## src/rtl/mem_arbiter_pkg.sv

```systemverilog
// Shared core bus package: bus widths, request/response payloads and the
// arbiter state/owner encodings used by mem_arbiter and arb_pick.
package mem_arbiter_pkg;

  localparam int ADDR_W = 32;
  localparam int DATA_W = 32;
  localparam int MASK_W = DATA_W / 8;

  typedef struct packed {
    logic [ADDR_W-1:0] addr;
    logic              wen;
    logic [DATA_W-1:0] wdata;
    logic [MASK_W-1:0] wmask;
  } mem_req_t;

  typedef struct packed {
    logic [DATA_W-1:0] rdata;
    logic              err;
  } mem_resp_t;

  typedef enum logic [1:0] {
    ST_IDLE = 2'd0,
    ST_REQ  = 2'd1,
    ST_RESP = 2'd2
  } arb_state_e;

  typedef enum logic {
    OWN_IFU = 1'b0,
    OWN_LSU = 1'b1
  } owner_e;

endpackage

```

## src/rtl/mem_arbiter_arb_pick.sv

```systemverilog
// Winner selection between IFU and LSU. Fixed LSU priority by default;
// with ARB_ROUND_ROBIN_EN defined, ties go to the master not picked last.
module arb_pick
  import mem_arbiter_pkg::*;
(
`ifdef ARB_ROUND_ROBIN_EN
  input  logic   clk,
  input  logic   rst_n,
  input  logic   pick_en,
`endif
  input  logic   ifu_valid,
  input  logic   lsu_valid,
  output owner_e pick
);

`ifdef ARB_ROUND_ROBIN_EN
  owner_e last_q;

  // Only tie decisions move the pointer, so a lone request never steals a turn.
  always_ff @(posedge clk or negedge rst_n) begin
    if (!rst_n) begin
      last_q <= OWN_IFU;
    end else if (pick_en && ifu_valid && lsu_valid) begin
      last_q <= pick;
    end
  end

  always_comb begin
    pick = OWN_IFU;
    if (ifu_valid && lsu_valid) begin
      pick = (last_q == OWN_IFU) ? OWN_LSU : OWN_IFU;
    end else if (lsu_valid) begin
      pick = OWN_LSU;
    end
  end
`else
  always_comb begin
    pick = OWN_IFU;
    if (lsu_valid) begin
      pick = OWN_LSU;
    end
  end
`endif

endmodule

```

## src/rtl/mem_arbiter.sv

```systemverilog
// Two-master (IFU/LSU) to one-slave memory arbiter, one transaction in flight.
// Optional macro ARB_ROUND_ROBIN_EN selects round-robin tie breaking.
module mem_arbiter
  import mem_arbiter_pkg::*;
(
  input  logic       clk,
  input  logic       rst_n,
  input  logic       ifu_req_valid,
  output logic       ifu_req_ready,
  input  mem_req_t   ifu_req,
  output logic       ifu_resp_valid,
  input  logic       ifu_resp_ready,
  output mem_resp_t  ifu_resp,
  input  logic       lsu_req_valid,
  output logic       lsu_req_ready,
  input  mem_req_t   lsu_req,
  output logic       lsu_resp_valid,
  input  logic       lsu_resp_ready,
  output mem_resp_t  lsu_resp,
  output logic       mem_req_valid,
  input  logic       mem_req_ready,
  output mem_req_t   mem_req,
  input  logic       mem_resp_valid,
  output logic       mem_resp_ready,
  input  mem_resp_t  mem_resp,
  output arb_state_e dbg_state,
  output owner_e     dbg_owner
);

  // Handshakes: a transfer happens on a rising edge where valid && ready;
  // valid never waits on ready, and payload is meaningful only while valid.

  arb_state_e state_q, state_d;
  owner_e     owner_q, owner_d;
  owner_e     pick;
  logic       own_req_valid;
  logic       own_resp_ready;

`ifdef ARB_ROUND_ROBIN_EN
  logic pick_en;
  assign pick_en = (state_q == ST_IDLE);
`endif

  arb_pick u_pick (
`ifdef ARB_ROUND_ROBIN_EN
    .clk       (clk),
    .rst_n     (rst_n),
    .pick_en   (pick_en),
`endif
    .ifu_valid (ifu_req_valid),
    .lsu_valid (lsu_req_valid),
    .pick      (pick)
  );

  always_ff @(posedge clk or negedge rst_n) begin
    if (!rst_n) begin
      state_q <= ST_IDLE;
      owner_q <= OWN_IFU;
    end else begin
      state_q <= state_d;
      owner_q <= owner_d;
    end
  end

  assign own_req_valid  = (owner_q == OWN_LSU) ? lsu_req_valid  : ifu_req_valid;
  assign own_resp_ready = (owner_q == OWN_LSU) ? lsu_resp_ready : ifu_resp_ready;

  // Response data is broadcast; only the valid is steered to the owner.
  assign ifu_resp  = mem_resp;
  assign lsu_resp  = mem_resp;
  assign dbg_state = state_q;
  assign dbg_owner = owner_q;

  always_comb begin
    state_d        = state_q;
    owner_d        = owner_q;
    ifu_req_ready  = 1'b0;
    lsu_req_ready  = 1'b0;
    ifu_resp_valid = 1'b0;
    lsu_resp_valid = 1'b0;
    mem_req_valid  = 1'b0;
    mem_resp_ready = 1'b0;
    mem_req        = (owner_q == OWN_LSU) ? lsu_req : ifu_req;
    if (owner_q == OWN_IFU) begin
      mem_req.wen = 1'b0;
    end

    case (state_q)
      ST_IDLE: begin
        if (ifu_req_valid || lsu_req_valid) begin
          owner_d = pick;
          state_d = ST_REQ;
        end
      end
      ST_REQ: begin
        mem_req_valid = own_req_valid;
        if (owner_q == OWN_LSU) lsu_req_ready = mem_req_ready;
        else                    ifu_req_ready = mem_req_ready;
        // A withdrawn request is abandoned before it reaches the slave.
        if (!own_req_valid) begin
          state_d = ST_IDLE;
        end else if (mem_req_ready) begin
          state_d = ST_RESP;
        end
      end
      ST_RESP: begin
        mem_resp_ready = own_resp_ready;
        if (owner_q == OWN_LSU) lsu_resp_valid = mem_resp_valid;
        else                    ifu_resp_valid = mem_resp_valid;
        if (mem_resp_valid && own_resp_ready) begin
          state_d = ST_IDLE;
        end
      end
      default: state_d = ST_IDLE;
    endcase
  end

endmodule
```

## config.mk

```make
export PLATFORM = sky130hd
export DESIGN_NAME = mem_arbiter
export DESIGN_NICKNAME = d
export VERILOG_FILES = /design/src/rtl/mem_arbiter_pkg.sv /design/src/rtl/mem_arbiter_arb_pick.sv /design/src/rtl/mem_arbiter.sv
export SDC_FILE = /design/constraint.sdc
export NUM_CORES = 1
export LEC_CHECK = 0
export BUFFER_PORTS_ARGS = -buffer_cell sky130_fd_sc_hd__buf_2
export CORE_AREA = 8 8 120 122
export CTS_BUF_LIST = sky130_fd_sc_hd__clkbuf_16
export DETAILED_ROUTE_END_ITERATION = 12
export DIE_AREA = 0 0 128 130
export PLACE_DENSITY_LB_ADDON = 0.1
export SYNTH_ARGS = -nofsm -noshare
export SYNTH_HDL_FRONTEND = slang
export SYNTH_SLANG_ARGS = --single-unit
```

## constraint.sdc

```tcl
create_clock -name clk -period 1.3 [get_ports clk]
set_input_delay 0.13 -clock clk [delete_from_list [all_inputs] [get_ports clk]]
set_output_delay 0.13 -clock clk [all_outputs]
set_load 0.01 [all_outputs]
```

Yosys cells after proc, flatten, opt, wreduce, memory -nomap -nowiden
Cells that the tools add are included.
Operators by class
  equal/unequal tests: 5
  mux-type cells: 20
  reduce and logical (&&, ||, !) cells: 5
Operator list (number)
  two-way mux 69 bit: 1
  two-way mux 1 bit: 14
  two-way mux 2 bit: 4
  one-hot mux 2 bit (3 select lines): 1
  inequality test 2 bit, second input constant: 2
  inequality test 3 bit, second input constant: 1
  AND reduction 3 bit: 1
  equality test 2 x 1 -> 1 bit, second input constant: 1
  equality test 2 bit, second input constant: 1
  zero test 2 bit: 1
  AND reduction 2 bit: 1
  logical AND 1 bit: 1
  logical OR 1 bit: 1
Storage, ports and cells
  register bits after elaboration: 3
  input bits: 179
  output and inout bits: 144
  logic and storage cells: 32

Longest topological paths before layout
  depth after elaboration: 4
  gate-level depth with buffers: 5
  depth with buffers taken out: 3

Cells and area by module
From an unflattened synthesis, not the netlist that was laid out.
Unflattened totals
  cells, all modules: 168
  area, all modules: 1659.1 µm²
Modules (own cells, without submodules)
  mem_arbiter: instances 1, cells an instance 167, area an instance 1651.6 µm², sequential area each 75.1 µm²
  arb_pick: instances 1, cells an instance 1, area an instance 7.5 µm², sequential area each 0.0 µm²

Worst setup path before layout
OpenSTA, ideal clock, no wires.
  kind: register -> output
  from: register owner_q (netlist: dbg_owner)
  to: output mem_req[50] (netlist bit)
  arrival: 1.123 ns
  required time: 1.170 ns
  setup slack: 0.047 ns
  cell stages (with the launch flop): 5
  path buffers: 3
  path through: dfrtp_1 -> buf_6 -> buf_6 -> buf_6 -> mux2_4
RTL lines
  from (decl): RTL line mem_arbiter.sv:34  | owner_e owner_q, owner_d;
  from (signal assigned): RTL line mem_arbiter.sv:61  | owner_q <= owner_d;
  to (decl): RTL line mem_arbiter.sv:22  | output mem_req_t mem_req,

==> flow_metrics.tcl <==
set metrics [dict create \
    grt_setup_unrepaired "true" \
    die_y_um 130 \
    critPathCaptureType "output pin" \
    vias 1765 \
    multi_input_area_um2 957 \
    hold_violations 0 \
    finalPower_w 0.00447 \
    firstDrtPassIters 4 \
    ant_nets 0 \
    criticalPathCategory "flip-flop to output pin" \
    grt_pass1_wl_um 11000 \
    dr.first_iter.drc_count 25 \
    dpl.hpwl_um 7000 \
    tightest_slew_ns 0.228 \
    finalClockSkew_ns 0.00146 \
    crit_path_max_fanout 6 \
    worstHoldEndpoint "dbg_owner" \
    hold_class "primary input to flip-flop" \
    drive_gt1_frac 0.921 \
    via_per_inst 3.52 \
    row_count 41 \
    cp.arrival_ns 1.46 \
    failed_checks "setup timing" \
    post-place-ws_ns -0.0702 \
    status "finished with violations" \
    cap_violations 0 \
    dpl_cell_area_um2 2410 \
    initial_utilization 0.128 \
    r2r_cells 4 \
    coreArea_um2 12400 \
    ff2ff_setup_slack_ns 0.02 \
    worstHoldPathCells 2 \
    min_from "lsu_req_valid" \
    path_clk_slew_ns 0.03 \
    worstReg2RegStart "dbg_owner" \
    grt_overflow 0 \
    chipWidth_um 128 \
    critical-path-slowest-cell "dfrtp_4" \
    fin_crit_ns 1.59 \
    fill_cells 1405 \
    setup_viol 75 \
    grt_max_degree 35 \
    first_global_vias 1980 \
    relSlewSlack 0.848 \
    reg2reg_to "dbg_state[1]" \
    hold_ws_ns 0.173 \
    slew_violations 0 \
    crit_start "dbg_owner" \
    synthCells 171 \
    required_ns 1.17 \
    yosysWarnings 0 \
    min_period_over_period 1.23 \
    diodes 0 \
    worst_slack_ns -0.293 \
    antenna_found_initial 0 \
    clk_path_buf_depth 2 \
    seq_area_frac_synth 0.0471 \
    layout.nets 510 \
    gp_congestion 0.796 \
    seq_area_um2 78.8 \
    power.density_nw_per_um2 1660 \
    syn_area_um2 1590 \
    power_leakage_nw 1.47 \
    synth_area_per_cell_um2 9.32 \
    synth_cell_type_count 17 \
    synth_seq_cells 3 \
    fp.dieArea_um2 16600 \
    critPathMostFrequentCell "buf_6" \
    layout_common_cells "200 x buf_2, 54 x mux2_2, 24 x buf_6" \
    io_buffers 222 \
    cts_root_buf "clkbuf_16" \
    wirelength_um 7960 \
    grt_usage 0.0831 \
    clkSinkCount 3 \
    wl_per_cell_um 15.9 \
    boundaryPins 323 \
    final_common_cell "buf_2" \
    drc 0 \
    final_util 0.217 \
    synth_fp_nets 350 \
    fmax_mhz 628 \
    fin_area_um2 2700 \
    cp_cell_sequence "buf_4 -> buf_6 -> mux2_2 -> buf_6" \
    cts_inserted_buffers 3 \
    cts_max_level 1 \
    ir_drop_mv 0.509 \
    cts_tree "yes" \
    syn2layout_area_growth_pct 69.3 \
    clock_latency_ns 0.22 \
    start_kind "flip-flop" \
    max_stage_delay_ns 0.53 \
]
[worst max-delay path: cells and delay by family, from the launching register on]
| family | cells | cell delay [ns] |
|---|---|---|
| multiplexers | 1 | 0.29 |
| buffers and inverters | 3 | 0.41 |
| flip-flops | 1 | 0.53 |
[synth_stat cells]
library cell	n	area [um^2]
buf_4	66	495
nor2b_1	3	18.8
a21oi_1	1	5.00
buf_6	4	45.0
dfrtp_1	3	75.1
inv_1	2	7.51
mux2_4	14	210
and3_1	2	12.5
mux2i_1	2	20.0
mux2_2	54	608
buf_2	5	25.0
and2_1	1	6.26
o21ai_0	4	20.0
nor2_1	3	11.3
nor3_1	2	10.0
a22o_1	1	8.76
nand2_1	4	15.0
[power breakdown]
part / internal [W] / switching, W
clock: 0.000397 / 0.0000855
combinational: 0.00214 / 0.00159
sequential: 0.000151 / 0.000111
total: 0.00269 / 0.00179
[flip-flops by register name (all words and copies together), names as in the netlist]
register and flops:
dbg_state 2, dbg_owner 1
[how the worst max path moves through the flow]
stage          depth (start not counted)  slack (ns)        endpoint
6_report                               4       -0.29     mem_req[13]
5_1_grt                                4       -0.32  mem_resp_ready
4_1_cts                                3       -0.30     mem_req[15]
3_5_place_dp                           3       -0.07     mem_req[15]
3_3_place_gp                           4       -0.08    dbg_state[1]
2_1_floorplan                          4        0.05     mem_req[50]
[cells by family (layout without fill, tap and decap cells)]
logic type             Yosys count  after routing  synth area share
AOI/OAI and AO/OA                6              6            0.0212
buffers and inverters           77            236             0.359
DFF                              3              3            0.0471
muxes                           70             70             0.526
and+or+nand+nor                 15             15            0.0463
[area by class of cell]
| type | instances | area share |
|---|---|---|
| flip-flops and latches | 3 | 0.0292 |
| multi-input cells | 91 | 0.355 |
| inverters | 2 | 0.00278 |
| well taps | 172 | 0.0797 |
| clock buffers | 3 | 0.0278 |
| repair buffers | 230 | 0.504 |
| clock inverters | 1 | 0.00139 |
[routing by layer]
metal / part of all wire / track usage / vias up
met5: 0 / 0 / -
met4: 0.021 / 0.0329 / 0
met3: 0.15 / 0.0420 / 23
met2: 0.50 / 0.157 / 159
met1: 0.33 / 0.0744 / 747
li1: - / - / 836
[repair_timing]
| action | in CTS | in global routing |
|---|---|---|
| setup endpoints to repair | 76 | 77 |
| buffers inserted | 2 | 0 |
| cloned | 0 | 1 |
| resized for setup | 23 | 8 |
| hold endpoints to repair | 3 | 0 |
| hold buffers | 1 | 0 |
[metrics by stage]
stage / setup TNS, ns / cells
global placement: -1.56 / 494
detailed placement: -1.81 / 494
floorplan: 0 / 171
finish: -16.42 / 502
global route: -20.55 / 502
CTS: -17.37 / 501
(Power assumes the default switching activity.)
